## src/rtl/apb_resp_pkg.sv

```systemverilog
// Shared types and constants for the APB responder slice.
package apb_resp_pkg;

   localparam int unsigned DATA_W   = 32;
   localparam int unsigned ADDR_W   = 32;
   localparam int unsigned OFS_W    = 4;
   localparam int unsigned CNT_W    = 16;

   localparam int unsigned NUM_GP   = 14;
   localparam int unsigned STAT_OFS = 14;
   localparam int unsigned ID_OFS   = 15;

   localparam logic [ADDR_W-1:0] WIN0_BASE = 32'h8000_0000;
   localparam logic [ADDR_W-1:0] WIN1_BASE = 32'h8400_0000;
   localparam logic [ADDR_W-1:0] WIN2_BASE = 32'h8800_0000;

   typedef enum logic [1:0] {
      ST_IDLE   = 2'd0,
      ST_SETUP  = 2'd1,
      ST_ACCESS = 2'd2
   } state_e;

endpackage

```

## src/rtl/apb_resp_regfile.sv

```systemverilog
// General-purpose register storage: one synchronous write port, one combinational read port.
module apb_resp_regfile
   import apb_resp_pkg::*;
(
   input  logic              clk,
   input  logic              rst,
   input  logic              we,
   input  logic [OFS_W-1:0]  waddr,
   input  logic [DATA_W-1:0] wdata,
   input  logic [OFS_W-1:0]  raddr,
   output logic [DATA_W-1:0] rdata_c
);

   logic [DATA_W-1:0] regs [NUM_GP];

   always_ff @(posedge clk) begin
      if (rst) begin
         for (int i = 0; i < int'(NUM_GP); i++) regs[i] <= '0;
      end else if (we && (waddr < OFS_W'(NUM_GP))) begin
         regs[waddr] <= wdata;
      end
   end

   // Offsets above the general-purpose range read as zero here; the top muxes them.
   always_comb begin
      rdata_c = '0;
      if (raddr < OFS_W'(NUM_GP)) rdata_c = regs[raddr];
   end

endmodule

```

## src/rtl/apb_responder.sv

```systemverilog
// APB slave with 14 R/W registers, a transfer-count STAT register, an ID register
// and a sticky protocol-error flag.
module apb_responder
   import apb_resp_pkg::*;
#(
   parameter int unsigned       SEL_IDX = 0,
   parameter logic [DATA_W-1:0] ID_VAL  = 32'hA9B0_0000
) (
   input  logic              clk,
   input  logic              rst,
   input  logic [2:0]        Pselx,
   input  logic              Penable,
   input  logic              Pwrite,
   input  logic [ADDR_W-1:0] Paddr,
   input  logic [DATA_W-1:0] Pwdata,
   output logic [DATA_W-1:0] Prdata,
   output logic              prot_err
);

   state_e            state, state_n;
   logic [OFS_W-1:0]  cap_ofs;
   logic              cap_wr;
   logic [CNT_W-1:0]  wr_cnt, rd_cnt;

   logic              sel_c;
   logic [OFS_W-1:0]  ofs_c;
   logic              setup_c, commit_c, err_c;
   logic              clr_c, wr_inc_c, rd_inc_c;
   logic [DATA_W-1:0] rf_rdata_c, rd_val_c;
   logic              unused_c;

   assign sel_c    = Pselx[SEL_IDX];
   assign ofs_c    = Paddr[5:2];
   assign unused_c = ^{Paddr[ADDR_W-1:6], Paddr[1:0], Pselx};

   // Phase decode: a commit needs a matching setup immediately before it.
   always_comb begin
      state_n  = ST_IDLE;
      setup_c  = 1'b0;
      commit_c = 1'b0;
      err_c    = 1'b0;
      case (state)
         ST_SETUP: begin
            if (sel_c && Penable && (ofs_c == cap_ofs) && (Pwrite == cap_wr)) begin
               commit_c = 1'b1;
               state_n  = ST_ACCESS;
            end else begin
               err_c = 1'b1;
               if (sel_c && !Penable) begin
                  setup_c = 1'b1;
                  state_n = ST_SETUP;
               end
            end
         end
         default: begin
            if (sel_c && !Penable) begin
               setup_c = 1'b1;
               state_n = ST_SETUP;
            end else if (sel_c && Penable) begin
               err_c = 1'b1;
            end
         end
      endcase
   end

   assign clr_c    = commit_c && cap_wr && (cap_ofs == OFS_W'(STAT_OFS));
   assign wr_inc_c = commit_c && cap_wr && (cap_ofs != OFS_W'(STAT_OFS));
   assign rd_inc_c = commit_c && !cap_wr;

   apb_resp_regfile u_regfile (
      .clk     (clk),
      .rst     (rst),
      .we      (commit_c && cap_wr),
      .waddr   (cap_ofs),
      .wdata   (Pwdata),
      .raddr   (ofs_c),
      .rdata_c (rf_rdata_c)
   );

   always_comb begin
      rd_val_c = rf_rdata_c;
      if (ofs_c == OFS_W'(STAT_OFS))    rd_val_c = {wr_cnt, rd_cnt};
      else if (ofs_c == OFS_W'(ID_OFS)) rd_val_c = {ID_VAL[DATA_W-1:2], 2'(SEL_IDX)};
   end

   always_ff @(posedge clk) begin
      if (rst) begin
         state   <= ST_IDLE;
         cap_ofs <= '0;
         cap_wr  <= 1'b0;
         Prdata  <= '0;
      end else begin
         state <= state_n;
         if (setup_c) begin
            cap_ofs <= ofs_c;
            cap_wr  <= Pwrite;
            if (!Pwrite) Prdata <= rd_val_c;
         end
      end
   end

   // A STAT write clears counters and the error flag, overriding same-edge updates.
   always_ff @(posedge clk) begin
      if (rst || clr_c) begin
         wr_cnt   <= '0;
         rd_cnt   <= '0;
         prot_err <= 1'b0;
      end else begin
         if (wr_inc_c) wr_cnt <= wr_cnt + CNT_W'(1);
         if (rd_inc_c) rd_cnt <= rd_cnt + CNT_W'(1);
         if (err_c)    prot_err <= 1'b1;
      end
   end

endmodule

```

## config.mk

```make
export PLATFORM = sky130hd
export DESIGN_NAME = apb_responder
export DESIGN_NICKNAME = d
export VERILOG_FILES = /design/src/rtl/apb_resp_pkg.sv /design/src/rtl/apb_resp_regfile.sv /design/src/rtl/apb_responder.sv
export SDC_FILE = /design/constraint.sdc
export NUM_CORES = 1
export LEC_CHECK = 0
export ABC_AREA = 1
export BUFFER_PORTS_ARGS = -buffer_cell sky130_fd_sc_hd__buf_2
export CORE_ASPECT_RATIO = 1.75
export CORE_MARGIN = 2
export CORE_UTILIZATION = 45
export DETAILED_ROUTE_END_ITERATION = 10
export GPL_TIMING_DRIVEN = 0
export MAX_ROUTING_LAYER = met4
export SYNTH_ARGS = -nofsm -noshare
export SYNTH_HDL_FRONTEND = slang
export SYNTH_SLANG_ARGS = --single-unit
export TNS_END_PERCENT = 5
```

## constraint.sdc

```tcl
create_clock -name clk -period 10.3 [get_ports clk]
set_input_delay 3.09 -clock clk [delete_from_list [all_inputs] [get_ports clk]]
set_output_delay 3.09 -clock clk [all_outputs]
set_load 0.005 [all_outputs]
```

==> results.cfg <==
[logic_synthesis]
synth_warnings = 0
synthFlopType = edfxtp_1
avgSynthCellArea_um2 = 9.76
synth_edf_count = 448
synth.area.mux_share = 0
yosys.area_share.simple = 0.207
synth_top_area_cell = edfxtp_1
netlist-cell-type-count = 33
synth_top_family_by_area = simple AND/OR/NAND/NOR gates
yosys.area_share.xor_xnor = 0.00629
synth-seq-cells = 520
synth_top_cell_area_share = 0.568
ys_seq_area_frac = 0.629
synth_cells = 2428
synth_compound_area_frac = 0.0978
synthAdderAreaFrac = 0.00106
syn-num-nets = 2501
syn_area_mm2 = 0.0237
async_flop_share = 0
synthTopCellsByArea = edfxtp_1 (57%), nor2_1 (12%), dfxtp_1 (6.1%)

[global_routing]
met1_usage = 0.319
gr-total-overflow = 0
grt_pass1_vias = 18131
top_usage_layer = met2
track_usage = 0.295
antenna_found_initial = 2
met3_usage = 0.0343
grt_pass1_wl_um = 114000
grt_max_degree = 33
use_met2 = 0.523

[route]
vias_per_cell = 5.64
drc = 0
vias = 18425
wl_um = 78000
ant_nets = 0
wire_per_inst_um = 23.9
firstDrtPassIters = 5
drt_first_iter_violations = 1527

[layout]
final_cells = 3269
layout.nets = 2627
drive_gt1_frac = 0.0957
diodes = 0
syn_to_final_growth_pct = 11.6

[flow_run]
max_cap_violations = 0

[timing]
tightest_slew_ps = 1220
rsz0062_at_grt = no
timing.final.hold_violations = 0
setup_viol = 0
report.final.slew_viol_count = 0
finalCriticalPeriod_ps = 5860
clock_skew_ps = 13.4
slew_headroom = 0.189
fin_crit_sh = 0.569
setup_tns_ps = 0
timing.fmax_mhz = 171

[clock_tree]
cts_hold_buf = 0
numCtsBuffers = 47
cts_resized = 0
cts.sinks = 520
cts_max_level = 2
path_clk_slew_ps = 70
tritoncts = built
clock_latency_ps = 590
clockBufferDepth = 3
cts-root-buf = clkbuf_16
post_cts_buffers = 0

[power]
power_density_mw_per_mm2 = 166
ir_drop_v = 0.000127
leakagePower_nw = 10.1

[die]
die_width_um = 177
fp.dieH_um = 307
num_rows = 111
initial_core_util = 0.454
die_area_mm2 = 0.0546
io_pins = 104
core_mm2 = 0.0522

[placed_design]
place_inst = 3183
gp_congestion = 0.924
portBuffers = 72
hpwl_um = 59500

[hold_path]
hold_depth = 2
min_path_type = flop to flop
worstHoldStart = prot_err

[worst_setup_path]
r2r_cells = 8
end_kind = flop
crit_arrival_ps = 6070
required_ps = 10510
r2r_start = cap_wr
critPathLaunch = Paddr[4]
critPathLaunchType = primary input
critPathMaxFanout = 32
criticalPathCategory = primary input to flop

[run_status]
status = finished clean
-- per-layer routing --
| metal | vias to the layer above | wire (µm) |
|---|---|---|
| met5 | - | 0 |
| met4 | 0 | 4900 |
| met3 | 235 | 4560 |
| met2 | 764 | 40900 |
| met1 | 8930 | 27600 |
| li1 | 8496 | - |
-- through the flow --
step | utilization | hold slack, ps | worst slack [ps] | power [W] | cell area (µm²)
after floorplan | - | 442 | 4790 | 0.00260 | 23700
after global placement | 0.477 | 432 | 3390 | 0.00275 | 24900
after detailed placement | 0.479 | 441 | 3460 | 0.00276 | 25000
after CTS | 0.506 | 453 | 4080 | 0.00440 | 26400
after global routing | 0.506 | 472 | 4320 | 0.00451 | 26400
final | 0.506 | 448 | 4440 | 0.00440 | 26400
-- worst paths after layout --
path	end	slack, ps
min reg2reg	prot_err	450
max	u_regfile.regs[13][10]	4440
max reg2reg	u_regfile.regs[13][10]	6820
min	prot_err	450
-- kinds of logic after synthesis --
kind of cell / count (synthesis)
AOI/OAI and AO/OA: 416
adders and majority gates: 2
xor gates and xnor gates: 17
and+or+nand+nor: 1179
buffers and inverters: 294
DFF: 520
-- critical path: stages --
cell      delay (ps)
buf_2            110
clkbuf_1         350
nand2_1          210
nand2_1           60
nor2_1           120
nand3_2          220
nor3_4           370
nand4_1          450
buf_2            360
nand2_2          680
-- synth_stat cells (26+ instances only) --
cell        n
nand3_1   108
a21oi_1    65
buf_2      26
clkbuf_1  118
nor2_1    743
o211ai_1   38
edfxtp_1  448
inv_1     105
dfxtp_1    72
buf_6      31
o21ai_0   251
nand2_1   252
-- report_power, final --
group	internal (W)	switching (W)
registers	0.00234	0.0000205
logic	0.0000822	0.000276
clock network	0.000873	0.000803
total	0.00330	0.00110
-- layout make-up --
type                            instances  area, µm²
Buffer                                186        991
Fill cell                            4880      25800
Clock buffer                           58       1230
Multi-Input combinational cell       1614       7420
Sequential cell                       520      14900
Inverter                              108        405
Timing Repair Buffer                   77        475
Clock inverter                         28        164
Tap cell                              678        848
-- layout by cell type, fill, tap and decap left out, types with 14 or more instances in the layout --
cell | netlist | layout
nand2_1 | 252 | 240
dfxtp_1 | 72 | 72
buf_6 | 31 | 31
nor3_1 | 14 | 14
nor2_1 | 743 | 743
clkinv_1 | 0 | 14
o211ai_1 | 38 | 38
nor2_2 | 21 | 21
xor2_1 | 15 | 15
a21oi_1 | 65 | 65
nand3_1 | 108 | 108
edfxtp_1 | 448 | 448
clkbuf_16 | 0 | 47
o21a_1 | 25 | 25
nand4_1 | 20 | 20
clkbuf_1 | 118 | 128
o21ai_0 | 251 | 251
o22ai_1 | 20 | 20
inv_1 | 105 | 105
buf_2 | 26 | 98
-- state kept, by name, indices dropped and copies added (netlist names) --
register and flops:
prot_err 1, state 2, wr_cnt 16, cap_wr 1
Prdata 32, u_regfile.regs 448, cap_ofs 4, rd_cnt 16
Note: power is estimated with default switching activity, not from simulation.
